$ cat src/rtl/emulib_ckpt_sequencer.sv
// rtl/emulib_ckpt_sequencer.sv - sequences one checkpoint save/restore through the scan-chain DMA
module emulib_ckpt_sequencer #(
  parameter int TIMEOUT_CYCLES = 1048576,
  parameter int CNT_WIDTH      = 16
) (
  input  logic                 host_clk,
  input  logic                 host_rst,
  input  logic                 cmd_valid,
  output logic                 cmd_ready,
  input  logic [1:0]           cmd_op,
  input  logic                 cmd_keep_paused,
  output logic                 resp_valid,
  input  logic                 resp_ready,
  output logic [1:0]           resp_status,
  output logic                 emu_pause_req,
  input  logic                 emu_paused,
  output logic                 dma_start,
  output logic                 dma_direction,
  input  logic                 dma_running,
  output logic                 busy,
  output logic [CNT_WIDTH-1:0] save_count,
  output logic [CNT_WIDTH-1:0] load_count
);

  localparam int            TW         = $clog2(TIMEOUT_CYCLES + 1);
  localparam logic [TW-1:0] TIMER_LAST = TW'(TIMEOUT_CYCLES - 1);

  localparam logic [1:0] ST_OK          = 2'd0;
  localparam logic [1:0] ST_PAUSE_TMO   = 2'd1;
  localparam logic [1:0] ST_RESUME_TMO  = 2'd2;
  localparam logic [1:0] ST_ILLEGAL     = 2'd3;

  typedef enum logic [2:0] {
    S_IDLE,
    S_PAUSE,
    S_START,
    S_WAIT_DONE,
    S_RESUME,
    S_RESP
  } state_e;

  state_e               state_q, state_d;
  logic [TW-1:0]        timer_q, timer_d;
  logic                 keep_q, keep_d;
  logic                 dir_q, dir_d;
  logic                 pend_q, pend_d;
  logic [1:0]           status_q, status_d;
  logic                 pause_req_q, pause_req_d;
  logic                 first_wait_q, first_wait_d;
  logic [CNT_WIDTH-1:0] save_q, save_d;
  logic [CNT_WIDTH-1:0] load_q, load_d;

  always_ff @(posedge host_clk) begin
    if (host_rst) begin
      state_q      <= S_IDLE;
      timer_q      <= '0;
      keep_q       <= 1'b0;
      dir_q        <= 1'b0;
      pend_q       <= 1'b0;
      status_q     <= ST_OK;
      pause_req_q  <= 1'b0;
      first_wait_q <= 1'b0;
      save_q       <= '0;
      load_q       <= '0;
    end else begin
      state_q      <= state_d;
      timer_q      <= timer_d;
      keep_q       <= keep_d;
      dir_q        <= dir_d;
      pend_q       <= pend_d;
      status_q     <= status_d;
      pause_req_q  <= pause_req_d;
      first_wait_q <= first_wait_d;
      save_q       <= save_d;
      load_q       <= load_d;
    end
  end

  always_comb begin
    state_d      = state_q;
    keep_d       = keep_q;
    dir_d        = dir_q;
    pend_d       = pend_q;
    status_d     = status_q;
    pause_req_d  = pause_req_q;
    first_wait_d = 1'b0;
    save_d       = save_q;
    load_d       = load_q;

    case (state_q)
      S_IDLE: begin
        if (cmd_valid) begin
          keep_d = cmd_keep_paused;
          dir_d  = (cmd_op == 2'd1);
          pend_d = 1'b0;
          case (cmd_op)
            2'd0, 2'd1: begin
              state_d     = S_PAUSE;
              pause_req_d = 1'b1;
            end
            2'd2: begin
              state_d     = S_RESUME;
              pause_req_d = 1'b0;
            end
            default: begin
              state_d  = S_RESP;
              status_d = ST_ILLEGAL;
            end
          endcase
        end
      end
      S_PAUSE: begin
        if (emu_paused) begin
          state_d = S_START;
        end else if (timer_q == TIMER_LAST) begin
          state_d     = S_RESUME;
          pend_d      = 1'b1;
          pause_req_d = 1'b0;
        end
      end
      S_START: begin
        state_d      = S_WAIT_DONE;
        first_wait_d = 1'b1;
      end
      S_WAIT_DONE: begin
        // The controller may not have raised dma_running yet in the first cycle.
        if (!first_wait_q && !dma_running) begin
          if (dir_q) load_d = load_q + 1'b1;
          else       save_d = save_q + 1'b1;
          if (keep_q) begin
            state_d  = S_RESP;
            status_d = ST_OK;
          end else begin
            state_d     = S_RESUME;
            pause_req_d = 1'b0;
          end
        end
      end
      S_RESUME: begin
        if (!emu_paused) begin
          state_d  = S_RESP;
          status_d = pend_q ? ST_PAUSE_TMO : ST_OK;
        end else if (timer_q == TIMER_LAST) begin
          state_d  = S_RESP;
          status_d = pend_q ? ST_PAUSE_TMO : ST_RESUME_TMO;
        end
      end
      S_RESP: begin
        if (resp_ready) state_d = S_IDLE;
      end
      default: state_d = S_IDLE;
    endcase

    if (state_d != state_q)                              timer_d = '0;
    else if (state_q == S_PAUSE || state_q == S_RESUME)  timer_d = timer_q + 1'b1;
    else                                                 timer_d = timer_q;
  end

  assign cmd_ready     = (state_q == S_IDLE);
  assign busy          = (state_q != S_IDLE);
  assign resp_valid    = (state_q == S_RESP);
  assign resp_status   = status_q;
  assign dma_start     = (state_q == S_START);
  assign dma_direction = dir_q;
  assign emu_pause_req = pause_req_q;
  assign save_count    = save_q;
  assign load_count    = load_q;

endmodule

$ cat config.mk
export PLATFORM = sky130hd
export DESIGN_NAME = emulib_ckpt_sequencer
export DESIGN_NICKNAME = d
export VERILOG_FILES = /design/src/rtl/emulib_ckpt_sequencer.sv
export SDC_FILE = /design/constraint.sdc
export NUM_CORES = 1
export LEC_CHECK = 0
export BUFFER_PORTS_ARGS = -buffer_cell sky130_fd_sc_hd__clkbuf_2
export CORE_MARGIN = 4
export CORE_UTILIZATION = 40
export DETAILED_ROUTE_END_ITERATION = 6
export PLACE_DENSITY = 0.68
export SLEW_MARGIN = 20
export SYNTH_ARGS = -nofsm -noshare
export SYNTH_HDL_FRONTEND = slang
export SYNTH_SLANG_ARGS = --single-unit
$ cat constraint.sdc
create_clock -name host_clk -period 5.5 [get_ports host_clk]
set_input_delay 0.275 -clock host_clk [delete_from_list [all_inputs] [get_ports host_clk]]
set_output_delay 0.275 -clock host_clk [all_outputs]
set_load 0.02 [all_outputs]
# After elaboration in Yosys (flattened, before gate mapping)
# Cells that the tools add are included.
[classes]
bitwise = 1
reduce_logical = 19
addsub = 3
eq_ne = 18
n_mux = 31
[op_table]
columns = ["operator", "count"]
rows = [
  ["adder 16 x 1 -> 16 bit (second input constant)", 2],
  ["adder 21 x 1 -> 21 bit (second input constant)", 1],
  ["== test 21 x 20 -> 1 bit (second input constant)", 1],
  ["2-to-1 mux 3 bit", 7],
  ["one-hot mux 3 bit (6 select lines)", 1],
  ["2-to-1 mux 2 bit", 7],
  ["!= test 2 bit (second input constant)", 7],
  ["2-to-1 mux 1 bit", 11],
  ["nonzero test 3 bit", 3],
  ["AND reduction 7 bit", 1],
  ["== test 3 x 2 -> 1 bit (second input constant)", 2],
  ["== test 3 bit (second input constant)", 2],
  ["one-hot mux 2 bit (3 select lines)", 1],
  ["one-hot mux 3 bit (2 select lines)", 1],
  ["AND reduction 3 bit", 2],
  ["AND reduction 6 bit", 1],
  ["one-hot mux 1 bit (2 select lines)", 2],
  ["AND reduction 4 bit", 1],
  ["OR reduction 2 bit", 2],
  ["== test 3 x 1 -> 1 bit (second input constant)", 1],
  ["logical NOT 3 bit", 1],
  ["!= test 3 x 1 -> 1 bit (second input constant)", 1],
  ["!= test 3 bit", 1],
  ["!= test 3 bit (second input constant)", 1],
  ["11 further kinds", 12],
]
[totals]
out_inout_bits = 40
register_bits = 63
wordCells = 82
inputBits = 9

# Depth between registers and ports, before layout
# Gate-level depths: netlist of the first run.
[depth]
depth_word = 7
mapped_depth = 8
depth_no_buf = 6

# Worst setup path after synthesis of the first run
# Ideal clock, no wire load.
[synth_timing]
path_type = "register to register"
startpoint = "reg state_q[0]"
endpoint = "reg timer_q[10]"
path_stages_with_launch = 9
synth_period_minus_slack_ps = 2019
required_time_ps = 5377
path_buffers = 2
arrival_time_ps = 1897
setup_time_ps = 123
slack_ps = 3481
cell_sequence = "dfxtp_1 -> buf_4 -> or3_1 -> inv_1 -> and2_1 -> a211oi_1 -> a31oi_1 -> buf_2 -> nor3_2"
[synth_via]
elab_cells_between_ends = 17
cone_classes = "6 x eq/ne; 8 x mux; 3 x reduce/logical"
[synth_rtl]
columns = ["element", "line", "rtl"]
rows = [
  ["from (decl)", "42", "state_e state_q, state_d;"],
  ["from (signal assigned)", "66", "state_q <= state_d;"],
  ["logical NOT 3 bit", "n/a", ""],
  ["named net cmd_ready", "9", "output logic cmd_ready,"],
  ["one-hot mux 3 bit (6 select lines)", "90", "case (state_q)"],
  ["!= test 3 bit", "154", "if (state_d != state_q) timer_d = '0;"],
  ["OR reduction 2 bit (no source line)", "n/a", ""],
  ["to (signal assigned)", "67", "timer_q <= timer_d;"],
  ["to (decl)", "43", "logic [TW-1:0] timer_q, timer_d;"],
]
# The timed path passes the listed nets, and every way through them passes these cells.
# A chain may end at the register's enable or synchronous reset.

# Final worst setup path of the first run
[layout_timing]
startpoint = "reg state_q[0]"
endpoint = "reg timer_q[17]"
[layout_via]
elab_chain_len = 5
elab_cells_between_ends = 17
cone_classes = "6 x eq/ne; 8 x mux; 3 x reduce/logical"
[layout_lines]
columns = ["element", "line"]
rows = [
  ["2-to-1 mux 3 bit (on tied branches)", "143, 115"],
  ["2-to-1 mux 3 bit (on tied branches)", "140, 113"],
  ["one-hot mux 3 bit (6 select lines)", "90"],
  ["!= test 3 bit", "154"],
  ["OR reduction 2 bit (no source line)", "n/a"],
]
# Several ways; a longest one is shown, not always the timed one.

==> impl_metrics.tcl, run 1 <==
set metrics [dict create \
    outcome "completed" \
    routedWlPerCell_um 13.7 \
    skew_ns 0.00901 \
    row_count 32 \
    crit_fanout 18 \
    cts_buffer_depth 2 \
    final_nets 412 \
    postCtsHoldBufs 0 \
    avgViaCountPerCell 5.35 \
    drc_errors 0 \
    netlist_area_mm2 0.00319 \
    drtIter0Drc 141 \
    path_cells "xnor2_1 > nor3_1 > nand3_1 > xor2_1 > nor3_2" \
    area_delta_synth_final_pct 15.9 \
    period_needed_ns 2.36 \
    insertion_delay_ns 0.33 \
    multi_input_area_mm2 0.00183 \
    async_reset_ff_frac 0 \
    start_util 0.413 \
    syn-num-nets 367 \
    antenna_left 0 \
    cts_resized 0 \
    gp_congestion 0.861 \
    clk_pin_slew_worst_paths_ns 0.07 \
    regArea_mm2 0.00126 \
    fmax_ghz 0.424 \
    start_kind "flip-flop" \
    cts.sinks 63 \
    slew_viol_final 0 \
    powerDensity_mw_per_mm2 281 \
    slowest_delay_ns 0.81 \
    finalNonFillerCells 507 \
    rsz0062_at_grt "false" \
    port_buffers 48 \
    final_hold_viol_count 0 \
    grt_pass1_wl_mm 12.1 \
    synth_edf_count 0 \
    placedCellCount 491 \
    grt_max_degree 46 \
    crit_required_ns 5.71 \
    avgSynthCellArea_um2 8.98 \
    vdd_ir_drop_max_v 0.000165 \
    ys_types 46 \
    critical-path-top-delay-family "simple AND/OR/NAND/NOR gates" \
    grt_usage 0.150 \
    arrival_ns 2.57 \
    final_area_mm2 0.00370 \
    dieArea_mm2 0.00946 \
    wl_mm 6.96 \
    antenna_found_initial 0 \
    tightest_slew_ns 0.945 \
    syn_inst 355 \
    root_buffer "clkbuf_8" \
    slowest_stage "nor3_1" \
    via_count 2710 \
    max_slew_margin 0.365 \
    endpoint_kind "flip-flop" \
    htreeDepth 3 \
    antenna_cells 0 \
    cp.buffers_inverters 0 \
    placed_cell_area_mm2 0.00350 \
    setup_viol 0 \
    hold_path.class "in2reg" \
    cts_tree "yes" \
    final.setup.tns_ns 0 \
    yosysWarnings 0 \
    grt-ovfl-total 0 \
    timing.max_cap.violations 0 \
    fin_crit_sh 0.429 \
    grt_pass1_vias 2620 \
    n_fill_cell 747 \
    core_area_mm2 0.00773 \
    yosys_most_used_dff "dfxtp_1" \
    dp_hpwl_mm 4.92 \
    hold_slack_ns 0.170 \
    die_w_um 97.3 \
    firstDrtPassIters 4 \
    cts_setup_buffers 0 \
    seq_area_frac_synth 0.396 \
    ys_ff_latch 63 \
    cts_buffers 9 \
    p_leak_nw 1.38 \
    drive_gt1_frac 0.235 \
    ios 49 \
    fp.dieH_um 97.3 \
    crit_type "reg2reg" \
]
-- power by group --
part	switching [mW]	leakage [nW]	internal [mW]
logic	0.0999	0.782	0.0517
registers	0.0194	0.509	0.467
clock network	0.181	0.0916	0.221
-- metrics by stage --
stage / total power, mW / utilization / worst slack, ns
3_5_place_dp: 0.649 / 0.453 / 3.17
5_1_grt: 1.09 / 0.478 / 3.01
6_report: 1.04 / 0.478 / 3.14
3_3_place_gp: 0.646 / 0.453 / 3.32
4_1_cts: 1.05 / 0.478 / 3.14
2_1_floorplan: 0.618 / - / 3.48
-- area by class of cell --
type                    count  share of cell area
clock inverters             5              0.0156
inverters                   5             0.00508
multi-input cells         270               0.494
well taps                 102              0.0345
clock buffers              11              0.0383
repair buffers             51              0.0711
flip-flops and latches     63               0.341
-- worst paths after layout --
kind / start / endpoint / slack, ns / depth (start not counted)
worst max-delay path: state_q[0] / timer_q[17] / 3.14 / 5
worst min-delay path: cmd_keep_paused / keep_q / 0.17 / 3
worst max register to register: state_q[0] / timer_q[17] / 3.14 / 5
worst min register to register: resp_status[0] / resp_status[0] / 0.48 / 2
-- routing by layer --
layer	GRT usage	share of wire	wire length, um
met4	0.0383	0.0036	25
met2	0.244	0.47	3300
met3	0.0531	0.059	408
met5	0	0	0
met1	0.189	0.46	3230
-- cell usage after synthesis (2+ instances only) --
| master | instances | area (um^2) |
|---|---|---|
| nor2_1 | 37 | 139 |
| nor4_2 | 2 | 25.0 |
| nand4b_1 | 2 | 17.5 |
| buf_2 | 4 | 20.0 |
| nor3_2 | 20 | 200 |
| a31oi_1 | 2 | 12.5 |
| nor3_1 | 10 | 50.1 |
| inv_1 | 5 | 18.8 |
| ha_1 | 3 | 37.5 |
| nand4_1 | 14 | 87.6 |
| or3_1 | 7 | 43.8 |
| buf_6 | 2 | 22.5 |
| nand2_1 | 21 | 78.8 |
| o21ai_0 | 10 | 50.1 |
| xnor2_1 | 14 | 123 |
| clkbuf_1 | 9 | 33.8 |
| a21oi_1 | 15 | 75.1 |
| or2_2 | 2 | 12.5 |
| xor2_1 | 32 | 280 |
| and3b_1 | 3 | 26.3 |
| and4_1 | 9 | 78.8 |
| or4b_1 | 3 | 30.0 |
| and3_1 | 10 | 62.6 |
| and2_1 | 2 | 12.5 |
| nor3b_1 | 4 | 30.0 |
| nand3_1 | 21 | 105 |
| a211oi_1 | 3 | 22.5 |
| nor2b_1 | 6 | 37.5 |
| mux2i_1 | 4 | 40.0 |
| dfxtp_1 | 63 | 1260 |
-- worst register-to-register path, delay by kind of cell (launching register included) --
family	cells	cell delay, ns
AND/OR/NAND/NOR	3	1.09
flip-flops	1	0.66
XOR/XNOR	2	0.49
-- cells by family after synthesis --
| kind of cell | Yosys count | synth area share |
|---|---|---|
| AO/OA/AOI/OAI | 39 | 0.0801 |
| buffers and inverters | 22 | 0.0334 |
| flip-flops | 63 | 0.396 |
| multiplexers | 4 | 0.0126 |
| adder cells (fa/ha/maj) | 3 | 0.0118 |
| AND/OR/NAND/NOR | 178 | 0.340 |
| XOR/XNOR | 46 | 0.126 |
-- cells in the final DEF, fill, tap and decap left out, types with 9 or more instances in the layout --
cell type,count
a21oi_1,15
and3_1,10
and4_1,9
clkbuf_2,48
clkbuf_8,10
dfxtp_1,63
nand2_1,21
nand3_1,21
nand4_1,14
nor2_1,37
nor3_1,10
nor3_2,20
o21ai_0,10
xnor2_1,14
xor2_1,32
-- registers in the layout (all words and copies together) (netlist names) --
register       count
save_count        16
state_q            3
emu_pause_req      1
timer_q           21
pend_q             1
keep_q             1
load_count        16
resp_status        2
first_wait_q       1
dma_direction      1
Power figures use the tool's default switching activity.
==> inputs of run 2 (changes only) <==
clock period = 2.4 ns   (was 5.5 ns; I/O delays follow)
==> run 2 against run 1 <==
  * Clock skew down 0.0028 ns
  * Sequential cell count unchanged
  * Setup slack got worse by 2.8 ns
  * Clock power rose by 150%
  * Sequential share of layout area is 0.72 points lower
==> impl_metrics.tcl, run 2 (same netlist as run 1, synthesis figures left out) <==
set metrics [dict create \
    pwr-share-comb 0.159 \
    slowest_delay_ns 0.50 \
    crit_required_ns 2.66 \
    power_frac_seq 0.440 \
    tightest_slew_ns 0.660 \
    grt_pass1_vias 2651 \
    avgViaCountPerCell 5.35 \
    vdd_ir_drop_max_v 0.000422 \
    layout_commonest_cell "dfxtp_1" \
    drtIter0Drc 128 \
    ios 49 \
    hold_path.class "in2reg" \
    antenna_found_initial 0 \
    start_util 0.413 \
    power.switching_uw 674 \
    outcome "completed" \
    fp.dieH_um 97.3 \
    final_hold_viol_count 0 \
    drc_errors 0 \
    skew_ns 0.00622 \
    p_int_mw 1.81 \
    period_needed_ns 2.05 \
    final_cell_mix "dfxtp_1, clkbuf_2, nor2_1" \
    cts.sinks 63 \
    top_register "timer_q" \
    rsz0062_at_grt "false" \
    crit_type "reg2reg" \
    path_cells "or4b_1 > a32o_2 > a2111oi_4 > nor2_2 > buf_4 > nor3_2" \
    htreeDepth 3 \
    r2r_slack_ns 0.35 \
    clk_pin_slew_worst_paths_ns 0.06 \
    endpoint_kind "flip-flop" \
    slowest_stage "or4b_1" \
    cts_buffers 9 \
    slew_viol_final 0 \
    fmax_ghz 0.487 \
    dp_hpwl_mm 5.01 \
    wl_mm 7.10 \
    cts_tree "yes" \
    grt-ovfl-total 0 \
    cts_buffer_depth 2 \
    arrival_ns 2.32 \
    p_leak_nw 1.44 \
    insertion_delay_ns 0.34 \
    start_kind "flip-flop" \
    power_frac_clock 0.402 \
    die_w_um 97.3 \
    drive_gt1_frac 0.243 \
    final_nets 419 \
    port_buffers 48 \
    routedWlPerCell_um 13.8 \
    area_delta_synth_final_pct 18.4 \
    firstDrtPassIters 4 \
    crit_fanout 21 \
    powerDensity_mw_per_mm2 658 \
    fin_crit_sh 0.856 \
    antenna_left 0 \
    cts_setup_buffers 0 \
    grt_usage 0.156 \
    root_buffer "clkbuf_8" \
    dieArea_mm2 0.00946 \
    via_count 2746 \
    core_area_mm2 0.00773 \
    gp_congestion 0.878 \
    max_slew_margin 0.556 \
    timing.max_cap.violations 0 \
    grt_max_degree 43 \
    power_mw 2.49 \
    final.setup.tns_ns 0 \
    swShare 0.271 \
    row_count 32 \
    grt_pass1_wl_mm 12.4 \
    antenna_cells 0 \
    setup_viol 0 \
    largest_reg_flops 21 \
]
==> run 2: metal layers <==
layer,track usage,up-vias,wire length (um)
met3,0.0517,12,423
met1,0.204,1292,3330
li1,-,1368,-
met2,0.247,74,3260
met4,0.0447,0,90
met5,0,-,0
==> run 2: critical path: cells and delay by family (launching register included) <==
| family | cells | cell delay [ns] |
|---|---|---|
| flops | 1 | 0.43 |
| compound gates | 2 | 0.53 |
| simple gates | 3 | 0.77 |
| buf+inv | 1 | 0.24 |
==> run 2: metrics by stage <==
step	setup slack, ns	hold slack (ns)	instances	utilization	instance area [um^2]
after floorplan	0.381	0.256	355	-	3190
after global routing	0.215	0.0234	513	0.489	3780
after CTS	0.336	0.00676	513	0.489	3780
after detailed placement	0.357	0.345	497	0.460	3550
final	0.346	0.0106	513	0.489	3780
after global placement	0.427	0.343	497	0.460	3550
==> run 2: power groups by stage <==
stage	Combinational [mW]	Clock (mW)	Sequential [mW]
after floorplan	0.294	0	1.12
after global placement	0.387	0	1.11
after detailed placement	0.391	0	1.12
after CTS	0.397	1.02	1.09
after global routing	0.434	1.08	1.10
final	0.394	0.999	1.09
==> run 2: final timing paths <==
check / from / end / cells after the start
worst max-delay path: state_q[0] / timer_q[10] / 6
worst min-delay path: cmd_keep_paused / keep_q / 3
worst max register to register: state_q[0] / timer_q[10] / 6
worst min register to register: resp_status[1] / resp_status[1] / 2
==> run 2: area by class of cell <==
cell class,count,area (um^2)
fill,740,3950
multi-input combinational,270,1830
sequential,63,1260
timing repair buffer,58,330
clock buffer,11,141
tap,102,128
clock inverter,4,70.1
inverter,5,18.8
==> run 2: timing repair <==
item	in CTS	in global routing
hold buffers	1	0
resized for setup	0	0
hold endpoints to repair	1	0
==> inputs of run 3 (changes only) <==
HOLD_SLACK_MARGIN = 0.02   (was default)
PLACE_DENSITY = 0.63   (was 0.68)
SKIP_CTS_REPAIR_TIMING = 1   (was default)
==> run 3 against run 2 <==
  * Sequential cell count stayed put
  * Global-route usage is 0.67 points lower
  * First-iteration DRC count is 4.7% lower
  * Clock skew is 0.0029 ns lower
  * Via count is 1.7% lower
  * Cell count stayed put
  * Utilization is 0.60 points lower
  * Sequential power hardly changed
  * Design area is 1.2% lower
  * Routed wire length is 2.0% lower
  * Clock-buffer cell count is 1 higher
==> impl_metrics.tcl, run 3 (same netlist as run 1, synthesis figures left out) <==
set metrics [dict create \
    setup_viol 0 \
    crit_type "reg2reg" \
    slew_viol_final 0 \
    final.setup.tns_ns 0 \
    rr_worst_depth 6 \
    root_buffer "clkbuf_8" \
    r2r_slack_ns 0.24 \
    wl_mm 6.96 \
    grt_usage 0.150 \
    drtIter0Drc 122 \
    min_path_cells 3 \
    dp_hpwl_mm 5.04 \
    cts_buffers 9 \
    min_from "cmd_keep_paused" \
    rr_startpoint "state_q[0]" \
    outcome "completed" \
    regArea_mm2 0.00126 \
    timing.max_cap.violations 0 \
    ios 49 \
    insertion_delay_ns 0.33 \
    path_cells "or4b_1 > a32o_2 > a2111oi_4 > nor2_2 > buf_4 > nor3_2" \
    period_needed_ns 2.16 \
    antenna_found_initial 0 \
    fp.dieH_um 97.3 \
    drive_gt1_frac 0.246 \
    clk_pin_slew_worst_paths_ns 0.07 \
    port_buffers 48 \
    via_count 2699 \
    fmax_ghz 0.464 \
    htreeDepth 3 \
    top_register "timer_q" \
    final_hold_viol_count 0 \
    multi_input_area_mm2 0.00183 \
    grt_max_degree 39 \
    final_cell_mix "dfxtp_1, clkbuf_2, nor2_1" \
    drc_errors 0 \
    skew_ns 0.00329 \
    layout_commonest_cell "dfxtp_1" \
    fin_crit_sh 0.898 \
    hold_end "keep_q" \
    crit_fanout 21 \
    slowest_delay_ns 0.53 \
    dp_slack_ns 0.260 \
    powerDensity_mw_per_mm2 618 \
    placedCellCount 497 \
    dieArea_mm2 0.00946 \
    start_util 0.413 \
    start_kind "flip-flop" \
    antenna_left 0 \
    avgViaCountPerCell 5.26 \
    max_slew_margin 0.506 \
    gp_congestion 0.867 \
    r2r_end "timer_q[17]" \
    routedWlPerCell_um 13.6 \
    tightest_slew_ns 0.736 \
    final_area_mm2 0.00373 \
    hold_path.class "in2reg" \
    rsz0062_at_grt "false" \
    die_w_um 97.3 \
    cts_tree "yes" \
    vdd_ir_drop_max_v 0.000364 \
    arrival_ns 2.41 \
    cts_buffer_depth 2 \
    slowest_stage "dfxtp_1" \
    cp.buffers_inverters 1 \
    crit_required_ns 2.65 \
    n_fill_cell 792 \
    grt_pass1_vias 2592 \
    placed_cell_area_mm2 0.00355 \
    area_delta_synth_final_pct 17.0 \
    grt_pass1_wl_mm 12.0 \
    largest_reg_flops 21 \
    setup_ws_ns 0.244 \
    finalNonFillerCells 513 \
    grt-ovfl-total 0 \
    firstDrtPassIters 4 \
    p_leak_nw 1.42 \
    row_count 32 \
    final_nets 418 \
    antenna_cells 0 \
    cts.sinks 63 \
    endpoint_kind "flip-flop" \
    core_area_mm2 0.00773 \
    critical-path-top-delay-family "simple AND/OR/NAND/NOR gates" \
]
-- run 3: worst max path at each step --
stage / cells after the start / startpoint / endpoint / slack [ns]
3_3_place_gp: 6 / state_q[0] / timer_q[12] / 0.33
2_1_floorplan: 8 / state_q[0] / timer_q[10] / 0.38
4_1_cts: 6 / state_q[0] / timer_q[17] / 0.25
6_report: 6 / state_q[0] / timer_q[17] / 0.24
5_1_grt: 6 / state_q[0] / resp_status[1] / 0.06
3_5_place_dp: 6 / state_q[0] / timer_q[17] / 0.26
-- run 3: per-stage QoR --
step	total power [mW]	util	hold WS (ns)
after floorplan	1.42	-	0.256
after global placement	1.50	0.460	0.382
after detailed placement	1.51	0.460	0.383
after CTS	2.34	0.483	0.0199
after global routing	2.43	0.483	0.0338
final	2.31	0.483	0.0364
-- run 3: cell type report --
cell class                 count  share of cell area
clock buffer                  12              0.0416
inverter                       5             0.00503
sequential                    63               0.338
multi-input combinational    270               0.490
clock inverter                 4             0.00537
tap                          102              0.0342
timing repair buffer          57              0.0859
-- run 3: routing by layer --
| metal | vias up | wire, um | track usage |
|---|---|---|---|
| met3 | 2 | 312 | 0.0380 |
| met2 | 54 | 3320 | 0.242 |
| met4 | 0 | 20 | 0.0469 |
| met5 | - | 0 | 0 |
| li1 | 1360 | - | - |
| met1 | 1283 | 3310 | 0.196 |
-- run 3: report_power, final --
group	leakage [nW]	switching (mW)	internal, mW
registers	0.509	0.0274	1.07
logic	0.820	0.249	0.136
clock network	0.0959	0.399	0.425
-- run 3: worst reg2reg max path, stage by stage, from the launching register on --
cell	delay (ns)
dfxtp_1	0.53
or4b_1	0.50
a32o_2	0.32
a2111oi_4	0.21
nor2_2	0.07
buf_4	0.24
nor3_2	0.22
